===== config.mk =====
export PLATFORM = sky130hd
export DESIGN_NAME = wb_dest_pipe_flat
export DESIGN_NICKNAME = d
export VERILOG_FILES = /design/src/rtl/wb_dest_pipe_if.sv /design/src/rtl/wb_dest_pipe.sv /design/src/flat_wrapper.sv
export SDC_FILE = /design/constraint.sdc
export NUM_CORES = 1
export LEC_CHECK = 0
export CORE_MARGIN = 2
export CORE_UTILIZATION = 49
export DETAILED_ROUTE_END_ITERATION = 6
export GPL_TIMING_DRIVEN = 0
export PLACE_DENSITY = 0.8
export SYNTH_ARGS = -nofsm -noshare
export SYNTH_HDL_FRONTEND = slang
export SYNTH_SLANG_ARGS = --single-unit

===== constraint.sdc =====
create_clock -name clk -period 3.5 [get_ports clk]
set_clock_uncertainty 0.05 [all_clocks]
set_input_delay 0.525 -clock clk [delete_from_list [all_inputs] [get_ports clk]]
set_output_delay 0.525 -clock clk [all_outputs]
set_load 0.02 [all_outputs]

===== src/rtl/wb_dest_pipe_if.sv =====
// Decode-to-writeback destination channel: input select, writeback handshake,
// hazard queries and occupancy report.
interface wb_dest_pipe_if #(
    parameter int unsigned ADDR_W = 5,
    parameter int unsigned CNT_W  = 4
);
    logic              in_valid;
    logic              in_ready;
    logic [ADDR_W-1:0] C0;
    logic [ADDR_W-1:0] C1;
    logic [1:0]        S0;
    logic              wb_valid;
    logic              wb_ready;
    logic [ADDR_W-1:0] wb_addr;
    logic              wb_we;
    logic [ADDR_W-1:0] rs_q;
    logic [ADDR_W-1:0] rt_q;
    logic              rs_hazard;
    logic              rt_hazard;
    logic [CNT_W-1:0]  occupancy;

    // Decode/writeback side
    modport master (
        output in_valid, C0, C1, S0, wb_ready, rs_q, rt_q,
        input  in_ready, wb_valid, wb_addr, wb_we, rs_hazard, rt_hazard, occupancy
    );

    // Pipeline side
    modport slave (
        input  in_valid, C0, C1, S0, wb_ready, rs_q, rt_q,
        output in_ready, wb_valid, wb_addr, wb_we, rs_hazard, rt_hazard, occupancy
    );
endinterface


===== src/rtl/wb_dest_pipe.sv =====
// Register-write destination select followed by a DEPTH-stage lockstep
// valid/ready pipeline to writeback, with RAW hazard and occupancy reporting.
module wb_dest_pipe #(
    parameter int unsigned ADDR_W    = 5,
    parameter int unsigned LINK_ADDR = 31,
    parameter int unsigned DEPTH     = 3,
    parameter int unsigned CNT_W     = 4
) (
    input  logic          clk,
    input  logic          rst,
    wb_dest_pipe_if.slave bus
);
    typedef struct packed {
        logic              vld;
        logic              we;
        logic [ADDR_W-1:0] addr;
    } stage_t;

    // Elaboration-time guard on the legal parameter range
    if (DEPTH < 1 || DEPTH > 8 || (1 << CNT_W) <= DEPTH) begin : g_param_check
        $error("wb_dest_pipe: DEPTH must be 1..8 and 2**CNT_W > DEPTH");
    end

    stage_t             stg [DEPTH];
    stage_t             in_stage_c;
    logic [ADDR_W-1:0]  sel_addr_c;
    logic               advance_c;
    logic               accept_c;
    logic               emit_c;
    logic               rs_haz_c;
    logic               rt_haz_c;
    logic [CNT_W-1:0]   occ_q;

    // Destination select; bubbles carry addr 0 / we 0 so idle outputs read zero
    always_comb begin
        sel_addr_c = '0;
        in_stage_c = '0;
        case (bus.S0)
            2'b00:   sel_addr_c = bus.C0;
            2'b01:   sel_addr_c = bus.C1;
            2'b10:   sel_addr_c = ADDR_W'(LINK_ADDR);
            default: sel_addr_c = '0;
        endcase
        if (bus.in_valid) begin
            in_stage_c.vld  = 1'b1;
            in_stage_c.addr = sel_addr_c;
            in_stage_c.we   = (bus.S0 != 2'b11) && (sel_addr_c != '0);
        end
    end

    assign advance_c = !stg[DEPTH-1].vld || bus.wb_ready;
    assign accept_c  = bus.in_valid && advance_c;
    assign emit_c    = stg[DEPTH-1].vld && bus.wb_ready;

    // Lockstep shift: every stage moves together or everything holds
    always_ff @(posedge clk or posedge rst) begin
        if (rst) begin
            for (int k = 0; k < int'(DEPTH); k++) begin
                stg[k] <= '0;
            end
        end else if (advance_c) begin
            stg[0] <= in_stage_c;
            for (int k = 1; k < int'(DEPTH); k++) begin
                stg[k] <= stg[k-1];
            end
        end
    end

    // Occupancy tracks accepts minus emits; simultaneous accept+emit cancels
    always_ff @(posedge clk or posedge rst) begin
        if (rst) begin
            occ_q <= '0;
        end else begin
            case ({accept_c, emit_c})
                2'b10:   occ_q <= occ_q + CNT_W'(1);
                2'b01:   occ_q <= occ_q - CNT_W'(1);
                default: occ_q <= occ_q;
            endcase
        end
    end

    // RAW hazard against every pending write, including the one on wb_*
    always_comb begin
        rs_haz_c = 1'b0;
        rt_haz_c = 1'b0;
        for (int k = 0; k < int'(DEPTH); k++) begin
            if (stg[k].vld && stg[k].we) begin
                if (stg[k].addr == bus.rs_q) rs_haz_c = 1'b1;
                if (stg[k].addr == bus.rt_q) rt_haz_c = 1'b1;
            end
        end
        if (bus.rs_q == '0) rs_haz_c = 1'b0;
        if (bus.rt_q == '0) rt_haz_c = 1'b0;
    end

    assign bus.in_ready  = advance_c;
    assign bus.wb_valid  = stg[DEPTH-1].vld;
    assign bus.wb_addr   = stg[DEPTH-1].addr;
    assign bus.wb_we     = stg[DEPTH-1].we;
    assign bus.rs_hazard = rs_haz_c;
    assign bus.rt_hazard = rt_haz_c;
    assign bus.occupancy = occ_q;
endmodule


===== src/flat_wrapper.sv =====
// flat-port wrapper written by rule: the top's interface ports become plain ports
module wb_dest_pipe_flat 
#(
    parameter int unsigned ADDR_W    = 5,
    parameter int unsigned LINK_ADDR = 31,
    parameter int unsigned DEPTH     = 3,
    parameter int unsigned CNT_W     = 4
)
  (clk, rst, bus_in_valid, bus_C0, bus_C1, bus_S0, bus_wb_ready, bus_rs_q, bus_rt_q, bus_in_ready, bus_wb_valid, bus_wb_addr, bus_wb_we, bus_rs_hazard, bus_rt_hazard, bus_occupancy);
  wb_dest_pipe_if #(.ADDR_W(ADDR_W), .CNT_W(CNT_W)) bus_i ();
  input  logic clk;
  input  logic rst;
  input wire logic [$bits(bus_i.in_valid)-1:0] bus_in_valid;
  input wire logic [$bits(bus_i.C0)-1:0] bus_C0;
  input wire logic [$bits(bus_i.C1)-1:0] bus_C1;
  input wire logic [$bits(bus_i.S0)-1:0] bus_S0;
  input wire logic [$bits(bus_i.wb_ready)-1:0] bus_wb_ready;
  input wire logic [$bits(bus_i.rs_q)-1:0] bus_rs_q;
  input wire logic [$bits(bus_i.rt_q)-1:0] bus_rt_q;
  output wire logic [$bits(bus_i.in_ready)-1:0] bus_in_ready;
  output wire logic [$bits(bus_i.wb_valid)-1:0] bus_wb_valid;
  output wire logic [$bits(bus_i.wb_addr)-1:0] bus_wb_addr;
  output wire logic [$bits(bus_i.wb_we)-1:0] bus_wb_we;
  output wire logic [$bits(bus_i.rs_hazard)-1:0] bus_rs_hazard;
  output wire logic [$bits(bus_i.rt_hazard)-1:0] bus_rt_hazard;
  output wire logic [$bits(bus_i.occupancy)-1:0] bus_occupancy;
  assign bus_i.in_valid = bus_in_valid;
  assign bus_i.C0 = bus_C0;
  assign bus_i.C1 = bus_C1;
  assign bus_i.S0 = bus_S0;
  assign bus_i.wb_ready = bus_wb_ready;
  assign bus_i.rs_q = bus_rs_q;
  assign bus_i.rt_q = bus_rt_q;
  assign bus_in_ready = bus_i.in_ready;
  assign bus_wb_valid = bus_i.wb_valid;
  assign bus_wb_addr = bus_i.wb_addr;
  assign bus_wb_we = bus_i.wb_we;
  assign bus_rs_hazard = bus_i.rs_hazard;
  assign bus_rt_hazard = bus_i.rt_hazard;
  assign bus_occupancy = bus_i.occupancy;
  wb_dest_pipe #(.ADDR_W(ADDR_W), .LINK_ADDR(LINK_ADDR), .DEPTH(DEPTH), .CNT_W(CNT_W)) u_core (.clk(clk), .rst(rst), .bus(bus_i));
endmodule

==> impl_metrics.toml <==
[outcome]
outcome = "finished, final reports clean"

[clock_network]
post_cts_resized = 0
cts_tree = "done"
cts_setup_buffers = 0
cts_root_buf = "clkbuf_4"
cts-buffers-inserted = 3
clk_pin_slew_worst_paths_ns = 0.13
clock-sinks = 25
ctsHoldBuffers = 0
clock_latency_ns = 0.32
h-tree-depth = 1
clockBufferDepth = 2

[place]
dp_hpwl_um = 2920
io_buffers = 39
place_ws_ns = 0.302
finalWeightedCongestion = 0.873

[pwr]
seqPwrFrac = 0.399
power_switching_uw = 500
vdd_ir_drop_max_uv = 413
leakage_nw = 0.919
p_sw_frac = 0.406
p_int_uw = 732
p_comb_frac = 0.497
clkPwrFrac = 0.104
p_per_area_nw_per_um2 = 605

[timing]
layout_setup_ws_ns = 0.354
finalMaxSlewViolations = 0
setup_viol = 0
min_period_ns = 3.15
finalCritPeriodShare = 0.899
clock.fmax_mhz = 318
slew-limit-headroom = 0.373
rsz0062_at_grt = "false"
worst_pin_slew_ns = 0.939
hold_viol = 0
tns_ns = 0

[cells_and_area]
final_common_cell = "nand2_1"
syn_to_final_growth_pct = 30.2
fillers = 272
layout_common_cells = "nand2_1 (48), clkdlybuf4s50_1 (39), dfrtp_1 (25)"
drive_above_1_share = 0.0642
post-route-util = 0.667
diodes = 0
num-nets-final = 249

[setup_path]
crit_chain = "clkdlybuf4s50_1, xnor2_1, nand4_1, or3_1, a31oi_1, clkdlybuf4s50_1"
cp-start-kind = "input port"
r2r_cells = 10
critPathKind = "input port to output pin"
crit_path_end_kind = "output pin"
critPathMaxStageDelay_ns = 0.62
crit_top_cell = "clkdlybuf4s50_1"
cpMaxStageDelayCell = "clkdlybuf4s50_1"
required_ns = 2.92
path_max_fanout = 4
cp.arrival_ns = 2.57

[logic_synthesis]
syn-num-nets = 205
synthAdderAreaFrac = 0.0368
synth_mux_area_frac = 0.00640
synth_xor_area_frac = 0.179
synth_edf_count = 0
seq_area_frac_synth = 0.400
ys.warnings.count = 0
synthFlopType = "dfrtp_1"
synthArstFlopShare = 1.00
synth_area_per_cell_um2 = 8.94
syn-cell-area_um2 = 1560
yosysUniqueCellTypes = 37
synth_top_family_by_area = "simple AND/OR/NAND/NOR gates"
yosys.area_share.simple = 0.226
synth-compound-area-share = 0.102
ys_ff_latch = 25
syn_inst = 175

[drt]
wirelength_um = 3600
drtAntennaViolNets = 0
drt_iter0_drc = 45
via_count = 1364
routedWlPerCell_um = 13.7
vias_per_cell = 5.21
drt_first_pass_iters = 4
drcViolationCount = 0

[global_routing]
grt_pass1_wl_um = 5960
first_global_vias = 1390
antenna_found_initial = 0
grt_overflow = 0
grt_max_degree = 26
track_usage = 0.223

[floorplanning]
coreArea_um2 = 3050
ioPinCount = 40
dieArea_um2 = 3660
start_util = 0.512
die_w_um = 60.5
rows = 20
die_h_um = 60.5

[min_path]
hold_path_depth = 2
hold_class = "flip-flop to flip-flop"

[job]
maxCapViolCount = 0
metrics by stage:
stage / hold WS, ns / cell area, um2 / cells / total power, mW
floorplan: 0.402 / 1560 / 175 / 0.874
global placement: 0.421 / 2010 / 258 / 1.08
detailed placement: 0.429 / 2010 / 258 / 1.11
CTS: 0.460 / 2040 / 262 / 1.24
global route: 0.506 / 2040 / 262 / 1.33
finish: 0.460 / 2040 / 262 / 1.23
power groups by stage:
| stage | Combinational, mW | Sequential (mW) | Clock [mW] |
|---|---|---|---|
| CTS | 0.618 | 0.490 | 0.134 |
| global route | 0.680 | 0.506 | 0.145 |
| detailed placement | 0.618 | 0.496 | 0 |
| floorplan | 0.363 | 0.511 | 0 |
| global placement | 0.590 | 0.490 | 0 |
| finish | 0.612 | 0.492 | 0.128 |
synth_stat cells, types with 2 or more instances:
library cell / instances / area share
nand3_1: 2 / 0.0064
buf_4: 5 / 0.024
a21oi_1: 2 / 0.0064
xor2_1: 15 / 0.084
nand2_1: 48 / 0.12
xnor2_1: 17 / 0.095
a22o_1: 3 / 0.017
dfrtp_1: 25 / 0.40
o21ai_0: 3 / 0.0096
ha_1: 3 / 0.024
nor2_1: 7 / 0.017
and2_1: 2 / 0.0080
nand4_1: 6 / 0.024
o2bb2ai_1: 3 / 0.017
inv_2: 2 / 0.0048
nor4_1: 4 / 0.016
a2bb2oi_1: 2 / 0.011
buf_2: 2 / 0.0064
or4_1: 2 / 0.0096
inv_1: 5 / 0.012
layout make-up:
type | count | area [um2] | area share
clock inverter | 1 | 5.00 | 0.00246
buffer | 8 | 51.3 | 0.0252
clock buffer | 3 | 22.5 | 0.0111
sequential | 25 | 626 | 0.307
multi-input combinational | 135 | 861 | 0.423
tap | 44 | 55.1 | 0.0270
timing repair buffer | 39 | 390 | 0.192
inverter | 7 | 26.3 | 0.0129
per-layer routing:
layer  routed length, um  track usage  share of wire
met4                  84        0.127          0.023
met2                1790        0.382           0.50
met5                   0            0              0
met3                 175       0.0299          0.049
met1                1550        0.269           0.43
final timing paths:
check / start / end / slack [ns]
hold reg to reg: u_core.stg[13]$_DFFE_PP0N_ / u_core.stg[13]$_DFFE_PP0N_ / 0.46
setup / recovery: bus_rt_q[1] / bus_rt_hazard / 0.35
max in group asynchronous: rst / u_core.bus.wb_addr[2]$_DFFE_PP0N_ / 2.17
min in group asynchronous: rst / u_core.bus.wb_addr[0]$_DFFE_PP0N_ / 0.65
setup reg to reg: u_core.bus.wb_valid$_DFFE_PP0N_ / u_core.bus.occupancy[3]$_DFFE_PP0P_ / 0.77
hold / removal: u_core.stg[13]$_DFFE_PP0N_ / u_core.stg[13]$_DFFE_PP0N_ / 0.46
critical path, delay by kind of cell:
family / cells / cell delay [ns]
AO/OA/AOI/OAI: 1 / 0.16
AND/OR/NAND/NOR: 2 / 0.50
XOR/XNOR: 1 / 0.17
buffers and inverters: 2 / 1.22
cell families after synthesis:
logic type / count (synthesis)
mux: 1
buf+inv: 15
simple gates: 78
flops: 25
compound gates: 20
fa+ha+maj: 4
xor+xnor: 32
flip-flops by register name, summed over array words and instances, names as in the netlist:
signal,cells
u_core.stg,14
u_core.bus.occupancy,4
u_core.bus.wb_valid,1
u_core.bus.wb_we,1
u_core.bus.wb_addr,5
(Power assumes the default switching activity.)
